`src/rtl/hex_keypad_scanner.sv`:
```
// hex_keypad_scanner: scans a 4x4 keypad, debounces whole-matrix snapshots and
// presents a single held key as a one-hot vector; multi-key presses are flagged.
module hex_keypad_scanner #(
    parameter int SCAN_DIV       = 1000,
    parameter int DEBOUNCE_SCANS = 4
) (
    input  logic        clk,
    input  logic        rst_n,
    input  logic [3:0]  row_in,
    output logic [3:0]  col_out,
    output logic [15:0] key_onehot,
    output logic        key_valid,
    output logic        key_press,
    output logic        multi_key
);
    localparam int DW = $clog2(SCAN_DIV);
    localparam int CW = $clog2(DEBOUNCE_SCANS + 1);
    localparam logic [DW-1:0] DIV_LAST = DW'(SCAN_DIV - 1);
    localparam logic [CW-1:0] CNT_MAX  = CW'(DEBOUNCE_SCANS);

    typedef enum logic [1:0] {IDLE, PRESSED, MULTI} state_t;

    state_t      state, state_nx;
    logic [DW-1:0] div;
    logic [1:0]  col;
    logic [15:0] snapshot, last_snap, snap, onehot_nx;
    logic [CW-1:0] stable_cnt, cnt_nx;
    logic        sample, scan_done, qualified, single, valid_nx, press_nx, multi_nx;

    assign sample    = div == DIV_LAST;
    assign scan_done = sample && col == 2'd3;
    assign single    = snap != 16'd0 && (snap & (snap - 16'd1)) == 16'd0;
    assign cnt_nx    = snap == last_snap ? (stable_cnt == CNT_MAX ? CNT_MAX : stable_cnt + 1'b1) : CW'(1);
    // the count only reaches its maximum after DEBOUNCE_SCANS identical scans
    assign qualified = scan_done && cnt_nx == CNT_MAX;

    always_comb begin
        snap = snapshot;
        for (int r = 0; r < 4; r++) snap[4 * r + int'(col)] = row_in[r];
    end

    always_ff @(posedge clk or negedge rst_n) begin
        if (!rst_n) begin
            div        <= '0;
            col        <= 2'd0;
            col_out    <= 4'b0001;
            snapshot   <= '0;
            last_snap  <= '0;
            stable_cnt <= '0;
        end else begin
            div <= sample ? '0 : div + 1'b1;
            if (sample) begin
                col      <= col + 2'd1;
                col_out  <= {col_out[2:0], col_out[3]};
                snapshot <= snap;
            end
            if (scan_done) begin
                stable_cnt <= cnt_nx;
                last_snap  <= snap;
            end
        end
    end

    always_comb begin
        state_nx  = state;
        onehot_nx = key_onehot;
        valid_nx  = key_valid;
        multi_nx  = multi_key;
        press_nx  = 1'b0;
        if (qualified) begin
            if (snap == 16'd0) begin
                state_nx  = IDLE;
                onehot_nx = '0;
                valid_nx  = 1'b0;
                multi_nx  = 1'b0;
            end else if (single) begin
                if (state != PRESSED || snap != key_onehot) begin
                    state_nx  = PRESSED;
                    onehot_nx = snap;
                    valid_nx  = 1'b1;
                    multi_nx  = 1'b0;
                    press_nx  = 1'b1;
                end
            end else begin
                state_nx  = MULTI;
                onehot_nx = '0;
                valid_nx  = 1'b0;
                multi_nx  = 1'b1;
            end
        end
    end

    always_ff @(posedge clk or negedge rst_n) begin
        if (!rst_n) begin
            state      <= IDLE;
            key_onehot <= '0;
            key_valid  <= 1'b0;
            key_press  <= 1'b0;
            multi_key  <= 1'b0;
        end else begin
            state      <= state_nx;
            key_onehot <= onehot_nx;
            key_valid  <= valid_nx;
            key_press  <= press_nx;
            multi_key  <= multi_nx;
        end
    end
endmodule

```
`config.mk`:
```
export PLATFORM = sky130hd
export DESIGN_NAME = hex_keypad_scanner
export DESIGN_NICKNAME = d
export VERILOG_FILES = /design/src/rtl/hex_keypad_scanner.sv
export SDC_FILE = /design/constraint.sdc
export NUM_CORES = 1
export LEC_CHECK = 0
export CORE_ASPECT_RATIO = 0.8
export CORE_UTILIZATION = 55
export DETAILED_ROUTE_END_ITERATION = 16
export MAX_ROUTING_LAYER = met4
export PLACE_DENSITY = 0.74
export SLEW_MARGIN = 20
export SYNTH_ARGS = -nofsm -noshare
export SYNTH_HDL_FRONTEND = slang
export SYNTH_SLANG_ARGS = --single-unit
```
`constraint.sdc`:
```
create_clock -name clk -period 3.74 [get_ports clk]
set_clock_uncertainty 0.2 [all_clocks]
set_input_delay 0.561 -clock clk [delete_from_list [all_inputs] [get_ports clk]]
set_output_delay 0.561 -clock clk [all_outputs]
set_load 0.01 [all_outputs]
```
==> reports/qor.yml, run 1 <==
outcome:
  status: "complete, no violations"
cts:
  clock_sinks: 70
  cts_tree: "built"
  cts_setup_buffers: 0
  htreeDepth: 3
  clkLatencyLatePin_ns: 0.36
  numCtsBuffers: 9
  clkSlewWorstSetupHoldPaths_ns: 0.07
  cts_hold_buf: 0
  ctsLongestPathBuffers: 2
  ctsRootBufferMaster: "clkbuf_8"
  post_cts_resized: 0
detailed_routing:
  routedWlPerCell_um: 17.4
  totalWireLength_um: 8980
  drc: 0
  vias: 2913
  drtAntennaViolNets: 0
  viasPerCell: 5.66
  drt_pass1_iterations: 4
  drt_iter0_drc: 213
cells_and_area:
  finish.utilization_pct: 70.8
  final_nets: 439
  antennaDiodeCount: 0
  areaGrowthSynthToFinish_pct: 21.1
  drive_gt1_share_pct: 23.4
critical_path:
  cp_cell_sequence: "inv_1 > ha_2 > buf_4 > o21ai_1 > o221ai_1 > buf_4 > nor3_2 > o2111ai_1 > or4_1 > or4_4 > buf_4 > o2bb2ai_2"
  crit_path_max_fanout: 9
  critical_path_class: "flop to flop"
  crit_path_top_delay_cell: "or4_1"
  cp.arrival_ns: 3.68
  worst_path_most_repeated_cell: "buf_4"
  worstSetupStartpointType: "flop"
  required_ns: 3.82
  end_kind: "flop"
  cpPeakStageDelay_ns: 0.58
timing:
  hold_viol: 0
  maxSlewHeadroom_pct: 40.0
  worst_pin_slew_ns: 0.901
  period_share_pct: 96.1
  finalSetupViolCount: 0
  max_freq_mhz: 278
  drv_slew: 0
  fin_tns_setup_ns: 0
  period_needed_ns: 3.59
synth:
  avgSynthCellArea_um2: 10.6
  yosys_warnings: 0
  ys_async_sr_fraction_pct: 100
  synth-seq-cells: 70
  synth_fp_nets: 375
  synth_edf_count: 0
  netlist_area_um2: 3820
  synth_ff_type: "dfrtp_1"
  syn_inst: 362
  post_synth_num_cell_types: 53
  seq_area_frac_synth_pct: 45.9
global_routing:
  grt_pass1_wl_um: 14600
  grt_pass1_vias: 2875
  grt_use_total_pct: 27.9
  overflow: 0
  grt_max_degree: 71
  antenna_found_initial: 0
power_and_ir_drop:
  vdd_drop_max_mv: 0.185
  leakagePower_nw: 1.96
  powerDensity_nw_per_um2: 308
run:
  drv_cap: 0
die:
  pin_count: 29
  dieWidth_um: 95.2
  coreArea_um2: 6540
  rows: 26
  initial_core_util_pct: 58.4
  die_area_um2: 7280
  dieHeight_um: 76.5
worst_hold_path:
  hp-class: "primary input to async pin"
placement:
  dp.final_hpwl_um: 6560
  port_buffers: 28
  routabilityCongestion: 0.872
-- metal layers --
layer / part of all wire, % / up-vias / wire length [um] / GRT usage [%]
li1: - / 1403 / - / -
met1: 47 / 1428 / 4180 / 39.8
met2: 46 / 75 / 4110 / 39.8
met3: 7.0 / 7 / 625 / 7.29
met4: 0.82 / 0 / 74 / 6.67
met5: 0 / - / 0 / -
-- registers in the layout (all words and copies together) (netlist names) --
register	cells
col	2
col_out	4
div	10
key_onehot	16
key_press	1
last_snap	16
multi_key	1
snapshot	16
stable_cnt	3
state	1
-- logic make-up after synthesis --
group                      after synthesis  synth area share, %
muxes                                   22                 7.63
AOI/OAI and AO/OA                       78                 15.3
xor gates and xnor gates                40                 9.17
adders and majority gates                9                 2.82
and+or+nand+nor                        114                 14.9
DFF                                     70                 45.9
buffers and inverters                   29                 4.22
-- area by class of cell --
class / count / area [um2]
inverters: 13 / 48.8
clock buffers: 10 / 138
multi-input cells: 263 / 1940
flip-flops and latches: 70 / 1750
fillers: 490 / 1910
well taps: 84 / 105
repair buffers: 69 / 583
clock inverters: 6 / 61.3
-- metrics by stage --
| stage | total power (W) | cells | setup slack, ns | hold WS [ns] | cell area, um2 |
|---|---|---|---|---|---|
| after floorplan | 0.000788 | 362 | 0.320 | 0.0654 | 3820 |
| after global placement | 0.000821 | 499 | 0.00537 | 0.261 | 4400 |
| after detailed placement | 0.000823 | 499 | -0.123 | 0.276 | 4400 |
| after CTS | 0.00144 | 515 | 0.0285 | 0.249 | 4600 |
| after global routing | 0.00148 | 515 | -0.00924 | 0.301 | 4630 |
| final | 0.00143 | 515 | 0.147 | 0.201 | 4630 |
-- cell usage in the layout, fill, tap and decap left out, types with 5 or more instances in the layout --
master,Yosys,final
dfrtp_1,69,69
nand3_1,7,7
xnor2_1,29,29
mux2_2,6,6
nor2_1,22,22
a21oi_1,16,16
clkdlybuf4s50_1,0,27
mux2i_2,10,9
nand2_1,48,48
o2bb2ai_2,10,10
clkbuf_8,0,10
o21ai_0,23,23
nor4_2,2,5
ha_1,7,5
xor2_1,11,11
nand4_1,5,5
buf_4,2,41
nor4_1,8,5
nand2b_1,9,9
a22o_1,6,6
inv_1,12,12
-- worst max-delay path, delay by kind of cell, from the launching register on --
| family | cells | cell delay [ns] |
|---|---|---|
| AOI/OAI and AO/OA | 4 | 0.59 |
| buffers and inverters | 4 | 0.67 |
| adders and majority gates | 1 | 0.25 |
| and+or+nand+nor | 3 | 1.43 |
| DFF | 1 | 0.39 |
-- path summary, 6_finish.rpt --
check | start | to | slack, ns | depth (start not counted)
max in group asynchronous | rst_n | key_onehot[11]$_DFFE_PN0P_ | 2.54 | 2
max | col[0]$_DFFE_PN0N_ | key_onehot[11]$_DFFE_PN0P_ | 0.15 | 12
min reg2reg | div[0]$_DFF_PN0_ | div[0]$_DFF_PN0_ | 0.28 | 1
min | rst_n | div[6]$_DFF_PN0_ | 0.20 | 2
min in group clk | div[0]$_DFF_PN0_ | div[0]$_DFF_PN0_ | 0.28 | 1
max reg2reg | col[0]$_DFFE_PN0N_ | key_onehot[11]$_DFFE_PN0P_ | 0.15 | 12
-- cell usage after synthesis (5+ instances only) --
| cell type | instances | area (um2) |
|---|---|---|
| xnor2_1 | 29 | 254 |
| a21oi_1 | 16 | 80.1 |
| ha_1 | 7 | 87.6 |
| a22o_1 | 6 | 52.6 |
| o2bb2ai_2 | 10 | 150 |
| mux2_2 | 6 | 67.6 |
| mux2i_2 | 10 | 138 |
| dfrtp_1 | 69 | 1730 |
| nor2_1 | 22 | 82.6 |
| buf_6 | 6 | 67.6 |
| nand2b_1 | 9 | 56.3 |
| inv_1 | 12 | 45.0 |
| nor4_1 | 8 | 50.1 |
| xor2_1 | 11 | 96.3 |
| nand4_1 | 5 | 31.3 |
| nand3_1 | 7 | 35.0 |
| nand2_1 | 48 | 180 |
| o21ai_0 | 23 | 115 |
| clkbuf_1 | 8 | 30.0 |
-- power breakdown --
part           internal, W  switching, W  total [W]
combinational    0.0000184     0.0000327  0.0000512
clock             0.000323      0.000295   0.000619
sequential        0.000756             0   0.000756
Power figures use the tool's default switching activity.
==> inputs of run 2 (changes only) <==
--- a/config.mk
+++ b/config.mk
@@ -5,12 +5,12 @@
 export SDC_FILE = /design/constraint.sdc
 export NUM_CORES = 1
 export LEC_CHECK = 0
+export CAP_MARGIN = 20
 export CORE_ASPECT_RATIO = 0.8
 export CORE_UTILIZATION = 55
 export DETAILED_ROUTE_END_ITERATION = 16
 export MAX_ROUTING_LAYER = met4
 export PLACE_DENSITY = 0.74
-export SLEW_MARGIN = 20
 export SYNTH_ARGS = -nofsm -noshare
 export SYNTH_HDL_FRONTEND = slang
 export SYNTH_SLANG_ARGS = --single-unit
==> constraint.sdc (replaced) <==
create_clock -name clk -period 3.4 [get_ports clk]
set_clock_uncertainty 0.2 [all_clocks]
set_input_delay 0.51 -clock clk [delete_from_list [all_inputs] [get_ports clk]]
set_output_delay 0.51 -clock clk [all_outputs]
set_load 0.01 [all_outputs]
==> run 2 against run 1 <==
Compared with the run above:
- the flow now finishes with violations (setup timing)
- core utilization increased by 7.8 points
- via count increased by 12%
- clock-buffer cell count rose by 1
- wire length is 20% higher
- final cell count rose by 5.4%
- non-clock buffer count is 28 higher
- critical endpoint is now key_onehot[3]$_DFFE_PN0P_
==> reports/qor.yml, run 2 (synthesized netlist as in run 1, its figures left out) <==
timing:
  finalSetupViolCount: 17  # +17
  hold_viol: 0  # unchanged
  worst_pin_slew_ns: 0.816  # -0.0849 ns
  layout_setup_ws_ns: -0.151  # -0.297 ns
  whs_ns: 0.0388  # -0.163 ns
  max_freq_mhz: 282  # +1.2%
  rsz0062_at_grt: "yes"
  drv_slew: 0  # unchanged
  period_share_pct: 104  # +8.3 points
  maxSlewHeadroom_pct: 45.6  # +5.7 points
  period_needed_ns: 3.55  # -0.0429 ns
cells_and_area:
  areaGrowthSynthToFinish_pct: 34.5
  finish.utilization_pct: 78.6  # +7.8 points
  final_cell_area_um2: 5140  # +11%
  final_nets: 467  # +6.4%
  final_common_cell: "dfrtp_1"
  antennaDiodeCount: 0  # unchanged
  fillers: 402  # -18%
  mostFrequentLayoutCells: "dfrtp_1 (69), buf_4 (55), nand2_1 (48), xnor2_1 (28), clkdlybuf4s50_1 (27)"
  reg.largest.list: "key_onehot x16, last_snap x16, snapshot x16"
  drive_gt1_share_pct: 30.5  # +7.1 points
power_and_ir_drop:
  p_int_w: 0.00124  # +13%
  power.share.clock_pct: 43.8  # +0.4 points
  powerDensity_nw_per_um2: 312  # +1.3%
  leakagePower_nw: 2.20  # +12%
  power_frac_comb_pct: 4.3  # +0.7 points
  p_seq_share_pct: 51.8  # -1.2 points
  p_switching_w: 0.000367  # +12%
  vdd_drop_max_mv: 0.194  # +4.7%
  swShare_pct: 22.9  # -0.13 points
die:
  die_area_um2: 7280  # unchanged
  rows: 26  # unchanged
  dieWidth_um: 95.2  # unchanged
  dieHeight_um: 76.5  # unchanged
  coreArea_um2: 6540  # unchanged
  initial_core_util_pct: 58.4  # unchanged
  pin_count: 29  # unchanged
detailed_routing:
  drtAntennaViolNets: 0  # unchanged
  viasPerCell: 6.01  # +6.3%
  routedWlPerCell_um: 19.8  # +13%
  vias: 3265  # +12%
  drt_iter0_drc: 406  # +91%
  drt_pass1_iterations: 5  # +1
  totalWireLength_um: 10700  # +20%
  drc: 0  # unchanged
global_routing:
  antenna_found_initial: 0  # unchanged
  grt_pass1_wl_um: 16500  # +13%
  overflow: 0  # unchanged
  grt_pass1_vias: 3072  # +6.9%
  grt_max_degree: 39  # -45%
  grt_use_total_pct: 31.6  # +3.7 points
outcome:
  status: "finished, violations left"
  violations: "setup timing"
critical_path:
  crit_family: "simple AND/OR/NAND/NOR gates"
  critical_path_class: "flop to flop"
  end_kind: "flop"
  required_ns: 3.49  # -0.33 ns
  cpPeakStageDelay_ns: 0.59  # about the same
  worstSetupStartpointType: "flop"
  cp_cell_sequence: "buf_4 > ha_4 > o41a_1 > buf_4 > o41ai_2 > o2111ai_1 > or4_4 > or4_4 > buf_6 > o2bb2ai_4"
  reg2reg_slack_ns: -0.15  # -0.30 ns
  crit_path_top_delay_cell: "or4_4"
  cp.arrival_ns: 3.64  # -0.04 ns
  crit_path_max_fanout: 4  # -5
  crit_buf_inv: 3  # -1
placement:
  pre_cts_ws_ns: -0.339  # -0.215 ns
  routabilityCongestion: 0.950  # +8.9%
  dp.final_hpwl_um: 7120  # +8.5%
  placed_area_um2: 4610  # +4.7%
  port_buffers: 28  # unchanged
worst_hold_path:
  hp-class: "primary input to async pin"
cts:
  clkLatencyLatePin_ns: 0.36  # about the same
  clkSlewWorstSetupHoldPaths_ns: 0.08  # about the same
  ctsLongestPathBuffers: 2  # unchanged
  cts_tree: "built"
  numCtsBuffers: 9  # unchanged
  ctsRootBufferMaster: "clkbuf_8"
  htreeDepth: 3  # unchanged
  clock_sinks: 70  # unchanged
run:
  drv_cap: 0  # unchanged
==> run 2: power groups by stage <==
stage          sequential (W)  combinational [W]  clock, W
2_1_floorplan        0.000849          0.0000183         0
6_report             0.000832          0.0000693  0.000704
4_1_cts              0.000832          0.0000677  0.000715
5_1_grt              0.000832          0.0000759  0.000752
3_3_place_gp         0.000848          0.0000636         0
3_5_place_dp         0.000848          0.0000643         0
==> run 2: final timing paths <==
path                                          from                        end  cells past startpoint
worst min register to register    div[8]$_DFF_PN0_           div[8]$_DFF_PN0_                      1
worst max-delay path            col[1]$_DFFE_PN0N_  key_onehot[3]$_DFFE_PN0P_                     10
worst max register to register  col[1]$_DFFE_PN0N_  key_onehot[3]$_DFFE_PN0P_                     10
max in group asynchronous                    rst_n    snapshot[1]$_DFFE_PN0N_                      2
min in group clk                  div[8]$_DFF_PN0_           div[8]$_DFF_PN0_                      1
worst min-delay path                         rst_n   last_snap[2]$_DFFE_PN0P_                      1
==> run 2: worst reg2reg max path, cell delays in order, from the launching register on <==
cell and delay (ns):
dfrtp_1 0.39, buf_4 0.17, ha_4 0.18, o41a_1 0.47, buf_4 0.16, o41ai_2 0.33
o2111ai_1 0.17, or4_4 0.55, or4_4 0.59, buf_6 0.17, o2bb2ai_4 0.11
==> run 2: stage by stage <==
stage          TNS (ns)  cells  total power [W]
2_1_floorplan         0    362         0.000867
4_1_cts           -1.17    540          0.00161
3_3_place_gp      -5.12    521         0.000912
5_1_grt           -3.82    543          0.00166
3_5_place_dp      -5.19    521         0.000913
6_report          -2.17    543          0.00160
==> run 2: routing by layer <==
layer / track usage [%] / vias up / share of wire (%)
li1: - / 1464 / -
met1: 45.6 / 1612 / 43
met2: 45.1 / 161 / 47
met3: 6.89 / 28 / 7.9
met4: 8.03 / 0 / 1.9
met5: - / - / 0
==> run 2: timing repair <==
item | in CTS | in global routing
buffers inserted | 4 | 2
hold buffers | 0 | 0
cloned | 0 | 1
endpoints found under the setup margin | 17 | 18
resized for setup | 30 | 18
pin swaps | 19 | 16
==> run 2: cell type report <==
| class | instances | area [um2] | area share, % |
|---|---|---|---|
| inverters | 13 | 53.8 | 1.05 |
| clock buffers | 11 | 151 | 2.95 |
| well taps | 84 | 105 | 2.05 |
| clock inverters | 5 | 56.3 | 1.10 |
| flip-flops and latches | 70 | 1750 | 34.1 |
| repair buffers | 97 | 880 | 17.1 |
| multi-input cells | 263 | 2140 | 41.6 |
